`src/rtl/sdram_arbiter_if.sv`:
```
// Bus bundles for sdram_arbiter: requester side (arb_req_if) and controller side (arb_mem_if).
// Requesters are masters of arb_req_if; the arbiter is master of arb_mem_if.
interface arb_req_if #(
    parameter int NUM_PORTS = 2,
    parameter int ADDR_W    = 25,
    parameter int DATA_W    = 16
);
    logic [NUM_PORTS-1:0]        p_req;
    logic [NUM_PORTS-1:0]        p_we;
    logic [NUM_PORTS*ADDR_W-1:0] p_addr;
    logic [NUM_PORTS*DATA_W-1:0] p_wdata;
    logic [NUM_PORTS-1:0]        p_ack;
    logic [NUM_PORTS-1:0]        p_done;
    logic [DATA_W-1:0]           p_rdata;
    logic                        p_err;

    modport master (output p_req, p_we, p_addr, p_wdata,
                    input  p_ack, p_done, p_rdata, p_err);
    modport slave  (input  p_req, p_we, p_addr, p_wdata,
                    output p_ack, p_done, p_rdata, p_err);
endinterface

interface arb_mem_if #(
    parameter int ADDR_W = 25,
    parameter int DATA_W = 16
);
    logic [ADDR_W-1:0] wr_addr;
    logic [DATA_W-1:0] wr_data;
    logic              wr_enable;
    logic [ADDR_W-1:0] rd_addr;
    logic              rd_enable;
    logic [DATA_W-1:0] rd_data;
    logic              rd_ready;
    logic              busy;

    modport master (output wr_addr, wr_data, wr_enable, rd_addr, rd_enable,
                    input  rd_data, rd_ready, busy);
    modport slave  (input  wr_addr, wr_data, wr_enable, rd_addr, rd_enable,
                    output rd_data, rd_ready, busy);
endinterface

```
`src/rtl/sdram_arbiter.sv`:
```
// Round-robin arbiter sharing one sdram_controller among NUM_PORTS requesters, one transaction at a time.
// Optional per-transaction timeout with error flag: define SDRAM_ARB_TIMEOUT_EN.
module sdram_arbiter #(
    parameter int NUM_PORTS   = 2,
    parameter int ADDR_W      = 25,
    parameter int DATA_W      = 16,
    parameter int TIMEOUT_CYC = 1024
) (
    input  logic      clk,
    input  logic      rst,
    arb_req_if.slave  req,
    arb_mem_if.master mem
);
    localparam int IDX_W = (NUM_PORTS > 1) ? $clog2(NUM_PORTS) : 1;

    typedef enum logic [1:0] {IDLE, ISSUE, WAIT, DONE} state_t;

    state_t            state, state_nxt;
    logic [IDX_W-1:0]  rr_ptr, winner, pick, pick_next;
    logic              found, grant, finish;
    logic              we_l;
    logic [ADDR_W-1:0] addr_l;
    logic [DATA_W-1:0] wdata_l, rdata_q;
    logic [ADDR_W-1:0] addr_arr  [NUM_PORTS];
    logic [DATA_W-1:0] wdata_arr [NUM_PORTS];

    for (genvar g = 0; g < NUM_PORTS; g++) begin : g_unpack
        assign addr_arr[g]  = req.p_addr[g*ADDR_W +: ADDR_W];
        assign wdata_arr[g] = req.p_wdata[g*DATA_W +: DATA_W];
    end

    // First requesting port at or after rr_ptr, wrapping around.
    always_comb begin : rr_scan
        int               j;
        logic [IDX_W-1:0] jj;
        found = 1'b0;
        pick  = '0;
        for (int i = 0; i < NUM_PORTS; i++) begin
            j = int'(rr_ptr) + i;
            if (j >= NUM_PORTS) j = j - NUM_PORTS;
            jj = IDX_W'(j);
            if (!found && req.p_req[jj]) begin
                found = 1'b1;
                pick  = jj;
            end
        end
        pick_next = (pick == IDX_W'(NUM_PORTS-1)) ? '0 : pick + IDX_W'(1);
    end

    assign grant = (state == IDLE) && !mem.busy && found && !rst;

`ifdef SDRAM_ARB_TIMEOUT_EN
    localparam int CNT_W = $clog2(TIMEOUT_CYC) + 1;
    logic [CNT_W-1:0] cnt;
    logic             err_q, timeout;
`endif

    always_ff @(posedge clk or posedge rst) begin
        if (rst) state <= IDLE;
        else     state <= state_nxt;
    end

    always_comb begin
        state_nxt = state;
        finish    = 1'b0;
        case (state)
            IDLE:    if (grant) state_nxt = ISSUE;
            ISSUE:   if (mem.busy) state_nxt = WAIT;
            WAIT:    if (we_l ? !mem.busy : mem.rd_ready) begin
                         finish    = 1'b1;
                         state_nxt = DONE;
                     end
            default: state_nxt = IDLE;
        endcase
`ifdef SDRAM_ARB_TIMEOUT_EN
        // A genuine completion in the same cycle wins over the timeout.
        timeout = (state == ISSUE || state == WAIT) && !finish &&
                  (cnt == CNT_W'(TIMEOUT_CYC - 1));
        if (timeout) state_nxt = DONE;
`endif
    end

    always_comb begin
        req.p_ack     = '0;
        req.p_done    = '0;
        mem.wr_enable = 1'b0;
        mem.rd_enable = 1'b0;
        mem.wr_addr   = '0;
        mem.wr_data   = '0;
        mem.rd_addr   = '0;
        if (grant) req.p_ack[pick] = 1'b1;
        if (state == DONE) req.p_done[winner] = 1'b1;
        if (state == ISSUE) begin
            if (we_l) begin
                mem.wr_enable = 1'b1;
                mem.wr_addr   = addr_l;
                mem.wr_data   = wdata_l;
            end else begin
                mem.rd_enable = 1'b1;
                mem.rd_addr   = addr_l;
            end
        end
    end

    always_ff @(posedge clk or posedge rst) begin
        if (rst) begin
            rr_ptr  <= '0;
            winner  <= '0;
            we_l    <= 1'b0;
            addr_l  <= '0;
            wdata_l <= '0;
            rdata_q <= '0;
        end else begin
            if (grant) begin
                winner  <= pick;
                rr_ptr  <= pick_next;
                we_l    <= req.p_we[pick];
                addr_l  <= addr_arr[pick];
                wdata_l <= wdata_arr[pick];
            end
            if (finish && !we_l) rdata_q <= mem.rd_data;
        end
    end

    assign req.p_rdata = rdata_q;

`ifdef SDRAM_ARB_TIMEOUT_EN
    always_ff @(posedge clk or posedge rst) begin
        if (rst) begin
            cnt   <= '0;
            err_q <= 1'b0;
        end else begin
            if (grant)                              cnt <= '0;
            else if (state == ISSUE || state == WAIT) cnt <= cnt + CNT_W'(1);
            if (grant)        err_q <= 1'b0;
            else if (timeout) err_q <= 1'b1;
        end
    end

    assign req.p_err = (state == DONE) && err_q;
`else
    assign req.p_err = 1'b0;
`endif

endmodule
```
`src/flat_wrapper.sv`:
```
// flat-port wrapper written by rule: the top's interface ports become plain ports
module sdram_arbiter_flat 
#(
    parameter int NUM_PORTS   = 2,
    parameter int ADDR_W      = 25,
    parameter int DATA_W      = 16,
    parameter int TIMEOUT_CYC = 1024
)
  (clk, rst, req_p_req, req_p_we, req_p_addr, req_p_wdata, req_p_ack, req_p_done, req_p_rdata, req_p_err, mem_wr_addr, mem_wr_data, mem_wr_enable, mem_rd_addr, mem_rd_enable, mem_rd_data, mem_rd_ready, mem_busy);
  arb_req_if #(.NUM_PORTS(NUM_PORTS), .ADDR_W(ADDR_W), .DATA_W(DATA_W)) req_i ();
  arb_mem_if #(.ADDR_W(ADDR_W), .DATA_W(DATA_W)) mem_i ();
  input  logic clk;
  input  logic rst;
  input wire logic [$bits(req_i.p_req)-1:0] req_p_req;
  input wire logic [$bits(req_i.p_we)-1:0] req_p_we;
  input wire logic [$bits(req_i.p_addr)-1:0] req_p_addr;
  input wire logic [$bits(req_i.p_wdata)-1:0] req_p_wdata;
  output wire logic [$bits(req_i.p_ack)-1:0] req_p_ack;
  output wire logic [$bits(req_i.p_done)-1:0] req_p_done;
  output wire logic [$bits(req_i.p_rdata)-1:0] req_p_rdata;
  output wire logic [$bits(req_i.p_err)-1:0] req_p_err;
  output wire logic [$bits(mem_i.wr_addr)-1:0] mem_wr_addr;
  output wire logic [$bits(mem_i.wr_data)-1:0] mem_wr_data;
  output wire logic [$bits(mem_i.wr_enable)-1:0] mem_wr_enable;
  output wire logic [$bits(mem_i.rd_addr)-1:0] mem_rd_addr;
  output wire logic [$bits(mem_i.rd_enable)-1:0] mem_rd_enable;
  input wire logic [$bits(mem_i.rd_data)-1:0] mem_rd_data;
  input wire logic [$bits(mem_i.rd_ready)-1:0] mem_rd_ready;
  input wire logic [$bits(mem_i.busy)-1:0] mem_busy;
  assign req_i.p_req = req_p_req;
  assign req_i.p_we = req_p_we;
  assign req_i.p_addr = req_p_addr;
  assign req_i.p_wdata = req_p_wdata;
  assign req_p_ack = req_i.p_ack;
  assign req_p_done = req_i.p_done;
  assign req_p_rdata = req_i.p_rdata;
  assign req_p_err = req_i.p_err;
  assign mem_wr_addr = mem_i.wr_addr;
  assign mem_wr_data = mem_i.wr_data;
  assign mem_wr_enable = mem_i.wr_enable;
  assign mem_rd_addr = mem_i.rd_addr;
  assign mem_rd_enable = mem_i.rd_enable;
  assign mem_i.rd_data = mem_rd_data;
  assign mem_i.rd_ready = mem_rd_ready;
  assign mem_i.busy = mem_busy;
  sdram_arbiter #(.NUM_PORTS(NUM_PORTS), .ADDR_W(ADDR_W), .DATA_W(DATA_W), .TIMEOUT_CYC(TIMEOUT_CYC)) u_core (.clk(clk), .rst(rst), .req(req_i), .mem(mem_i));
endmodule
```
`config.mk`:
```
export PLATFORM = sky130hd
export DESIGN_NAME = sdram_arbiter_flat
export DESIGN_NICKNAME = d
export VERILOG_FILES = /design/src/rtl/sdram_arbiter_if.sv /design/src/rtl/sdram_arbiter.sv /design/src/flat_wrapper.sv
export SDC_FILE = /design/constraint.sdc
export NUM_CORES = 1
export LEC_CHECK = 0
export CAP_MARGIN = 20
export CORE_ASPECT_RATIO = 0.9
export CORE_MARGIN = 1
export CORE_UTILIZATION = 40
export CTS_CLUSTER_DIAMETER = 150
export DETAILED_ROUTE_END_ITERATION = 10
export GPL_TIMING_DRIVEN = 0
export PLACE_DENSITY = 0.87
export SYNTH_ARGS = -nofsm -noshare
export SYNTH_HDL_FRONTEND = slang
export SYNTH_SLANG_ARGS = --single-unit
```
`constraint.sdc`:
```
create_clock -name clk -period 3.85 [get_ports clk]
set_input_delay 0.77 -clock clk [delete_from_list [all_inputs] [get_ports clk]]
set_output_delay 0.77 -clock clk [all_outputs]
set_load 0.05 [all_outputs]
```
Word level (Yosys, flattened, before mapping):

Cells that the tools add are included.

* register bits after elaboration: 62
* output and inout port bits: 89

* equality and inequality tests: 6
* reductions and logical operators: 13
* bitwise operators: 1
* muxes and demuxes: 42
* $lt $le $gt $ge: 9
* $add $sub $neg: 4

Operators by type and width (count)
* $mux W25: 7
* $mux W16: 5
* $mux W1: 22
* $mux W2: 5
* $lt A1 B2 Y1 const B: 4
* $logic_and A1 B1 Y1: 7
* $pmux W2 S3: 1
* $eq A2 B2 Y1 const B: 2
* $ge A2 B2 Y1 const B: 2
* $logic_not A1 Y1: 4
* $ne A2 B1 Y1 const B: 2
* $reduce_and A3 Y1: 1
* $add A1 B1 Y2 const B: 1
* $demux W1 S1: 2
* $eq A2 B1 Y1 const B: 1
* $ge A1 B1 Y1 const B: 2
* $ge A1 B2 Y1 const B: 1
* $logic_not A2 Y1: 1
* $ne A2 B2 Y1 const B: 1
* $not A1 Y2: 1
* $sub A1 B1 Y1 const B: 2
* $add A1 B1 Y1 const B: 1

Depth between registers and ports, before layout:

* word-level depth: 13
* mapped depth: 8

Least setup slack after synthesis:

Ideal clock, no wire load.

* path type: reg-to-output
* from: register u_core.state[1]
* to: output mem_rd_addr[15]
* data arrival time: 2.136 ns
* setup slack: 0.944 ns
* required time: 3.080 ns
* stages on the path, launching flop included: 6
* cells stage by stage: dfrtp_1 > inv_1 > ha_1 > nor2b_1 > clkbuf_1 > and2_1

* word-level cells in the longest chain between the ends: 2

Ends and longest elaborated chain
* from (decl): line sdram_arbiter.sv:18 `state_t state, state_nxt;`
* from (signal assigned): line sdram_arbiter.sv:60 `else state <= state_nxt;`
* $eq A2 B1 Y1: line sdram_arbiter.sv:93 `if (state == ISSUE) begin`
* $mux W25: line sdram_arbiter.sv:93
* to (decl): line flat_wrapper.sv:25 `output wire logic [$bits(mem_i.rd_addr)-1:0] mem_rd_addr;`

Every way passes these cells.

Final worst setup path:

* from: register u_core.state[1]
* to: output mem_rd_addr[7]

The elaborated chain is that of the path after synthesis.

==> key figures <==
Place
  – Post-DP HPWL: ~7800 um
  – Cell Count Post-Placement: 581
  – Routability Congestion: roughly 0.80
  – Post-DP Area: between 0.005 and 0.006 sq mm
  – Port bufs: roughly 190

Hold path
  – HP Start: u_core.wdata_l[3]
  – Hold Crit Class: flop to flop

Logic synthesis
  – EDFF count, synth: 0
  – Synth unique cells: 27
  – Post-synthesis cell area: approximately 0.0031 sq mm
  – Syn avg cell area: between 10 and 15 sq um
  – Post-Syn Nets: 401
  – Register area share after synthesis: 0.4960
  – Synthesis Warnings: 0
  – Asr flop ratio synth: 1.000
  – Ys flop type: dfrtp_1
  – Synth Instances: 291
  – Seq cells post-synth: 62

CTS
  – Clock Sinks: 62
  – Num CTS Buffers: 9
  – Root buf cell: clkbuf_8
  – Worst-path clk slew: 70 ps
  – H-tree depth: 3
  – Deepest clock path buffer count: 2
  – Clk Latency, worst-skew pair: between 300 and 400 ps
  – Postcts setup bufs: 0
  – CTS tree: built

STA
  – RSZ-0062 raised after global routing: no
  – Final slew viol count: 0
  – Relative slew slack: 0.4782
  – Final Hold Viols: 0
  – Fmax: about 0.27 GHz
  – Final Cycle Share: 0.9480
  – Setup tns final: 0 ps
  – Min cycle time layout: around 3600 ps
  – Tightest Pin Transition: a little under 800 ps
  – Setup violators final: 0
  – Final Skew: 9.389 ps

Critical path
  – CP Max Fanout: 10
  – Crit start category: flop
  – Critical path origin: u_core.state[1]
  – Slowest stage delay, CP: about 820 ps
  – Bufs and invs on worst path: 3
  – Ordered cell list for the critical path: inv_1 -> ha_1 -> nor2b_4 -> clkbuf_1 -> and2_1 -> clkdlybuf4s50_1
  – CP Capture Point: mem_rd_addr[7]
  – Worst path required time: 3080 ps
  – Worst Setup End Kind: primary output
  – Worst Reg-to-Reg Cells: 7
  – Worst r2r src: u_core.state[0]
  – CP max-delay cell: clkdlybuf4s50_1
  – Crit path depth: 6
  – Reg-to-reg critical path endpoint: u_core.addr_l[9]
  – CP arrival: 2880 ps
  – CP top delay family: buffers and inverters
  – R2R Setup Slk: between 1500 and 2000 ps
  – Critical path type: flop to primary output

Global route
  – First-pass GRT wire length: between 15,000 and 20,000 um
  – Gr usage total: 0.2565
  – Largest net degree at the start of global routing: 37
  – Total grt overflow: 0
  – Vias in the first global route: ~3,200
  – Initial antenna violation count: 0

Power
  – Peak VDD IR: 0.3812 mV
  – Pwr Density: 654.0 mW/mm^2
  – P_leak: ~2.7 nW

Die
  – Top Ports: between 150 and 200
  – Die area: roughly 0.0082 sq mm
  – Initial Util: 0.4146
  – Die width: around 95 um
  – # rows: 30
  – Die height: approximately 86 um
  – Core area: between 0.007 and 0.008 sq mm

Outcome
  – Outcome: complete, no violations

Detailed routing
  – DR DRC count: 0
  – Via count: between 3,000 and 4,000
  – Initial drt markers: 293
  – WL per Instance: between 15 and 20 um
  – DR vias/cell: between 5 and 6
  – Pre-antenna DRT Iters: 8
  – Post-route ant nets: 0
  – Total routed wirelength: approximately 10,000 um

Cells and area
  – Post-layout util: 0.7159
  – Multi-input logic area: 0.001260 sq mm
  – Register area: between 0.0015 and 0.002 sq mm
  – Cell Count, Final, Fillers Out: approximately 600
  – Layout area overhead: 72.68%
  – Cell area after layout: ~0.0054 sq mm
  – Fill cells: about 590
  – N_diodes: 0
  – Nets: 606
  – Share of cells above drive strength 1: 0.07585

Flow run
  – Max-Cap Viols: 0
==> Yosys cell counts (2+ instances only) <==
master,instances,share of area
mux2_2,6,0.022
buf_2,7,0.011
clkbuf_1,14,0.017
buf_6,5,0.018
a21o_1,3,0.0072
mux2_1,11,0.040
and3_1,43,0.086
nand2b_1,2,0.0040
nor2b_1,2,0.0040
nor2_1,2,0.0024
ha_1,4,0.016
nand2_1,4,0.0048
dfrtp_1,62,0.50
a222oi_1,42,0.13
and2_1,27,0.054
inv_1,46,0.055
==> cells in the final DEF, fill, tap and decap left out, types with 2 or more instances in the layout <==
cell / n
mux2_1: 11
dfrtp_1: 62
a222oi_1: 42
clkbuf_1: 16
and2_1: 27
ha_1: 4
a21o_1: 3
mux2_2: 6
nor2_1: 2
buf_6: 5
buf_2: 7
inv_1: 45
dlymetal6s2s_1: 5
clkbuf_8: 9
nand2b_1: 2
clkdlybuf4s50_1: 188
nand2_1: 4
and3_1: 43
clkinv_2: 4
==> layer usage <==
layer  vias to the layer above  part of all wire  routed length [um]  track usage
met2                       149              0.51                5236       0.4468
met3                        27             0.077                 790      0.06028
met5                         -                 0                   0            0
met1                      1565              0.38                3918       0.2956
li1                       1467                 -                   -            -
met4                         0             0.031                 319       0.1185
==> final cells by class <==
class                           count  area share
Sequential cell                    62      0.2872
Tap cell                           96     0.02224
Clock inverter                      5    0.009266
Buffer                             27     0.02803
Timing Repair Buffer              194      0.3637
Inverter                           46     0.03197
Multi-Input combinational cell    156      0.2333
Clock buffer                       11     0.02432
==> where the power goes <==
part	leakage (nW)	internal, mW	switching [mW]	total (mW)
registers	0.766	0.979	0.198	1.18
clock network	0.0968	0.295	0.238	0.533
logic	1.89	0.721	1.10	1.82
total	2.75	1.99	1.54	3.53
==> logic make-up after synthesis <==
| family | Yosys count | share of synthesized area |
|---|---|---|
| AO/OA/AOI/OAI | 48 | 0.1484 |
| adder cells (fa/ha/maj) | 4 | 0.01600 |
| buffers and inverters | 73 | 0.1036 |
| flip-flops | 62 | 0.4960 |
| multiplexers | 17 | 0.06120 |
| other | 1 | 0.001199 |
| AND/OR/NAND/NOR | 86 | 0.1736 |
==> worst min path at each step <==
stage / end / slack, ps / cells after the start
floorplan: u_core.wdata_l[0] / 450 / 2
global placement: u_core.wdata_l[6] / 470 / 2
detailed placement: u_core.wdata_l[5] / 470 / 2
CTS: u_core.wdata_l[3] / 490 / 2
global route: u_core.wdata_l[10] / 510 / 2
finish: u_core.wdata_l[3] / 490 / 2
==> flip-flops by register name, indices dropped and copies added, names as in the netlist <==
signal and cells:
u_core.we_l 1, u_core.wdata_l 16, u_core.state 2, u_core.addr_l 25
u_core.rr_ptr 1, u_core.req.p_rdata 16, u_core.winner 1
==> per-stage QoR <==
step	setup slack, ps	power (mW)	hold WS [ps]
after floorplan	943.5	2.338	451.0
after global placement	117.0	2.946	466.2
after detailed placement	105.9	3.009	471.1
after CTS	11.26	3.553	487.8
after global routing	29.41	3.745	512.3
final	200.0	3.533	485.4
==> worst min-delay path, cell delays in order (launching register included) <==
cell and delay, ps:
dfrtp_1 340, a222oi_1 60, inv_1 50
==> what timing repair did <==
action | CTS | global route
endpoints found under the setup margin | 19 | 20
hold buffers | 0 | 0
resized for setup | 1 | 6
Power figures use the tool's default switching activity.
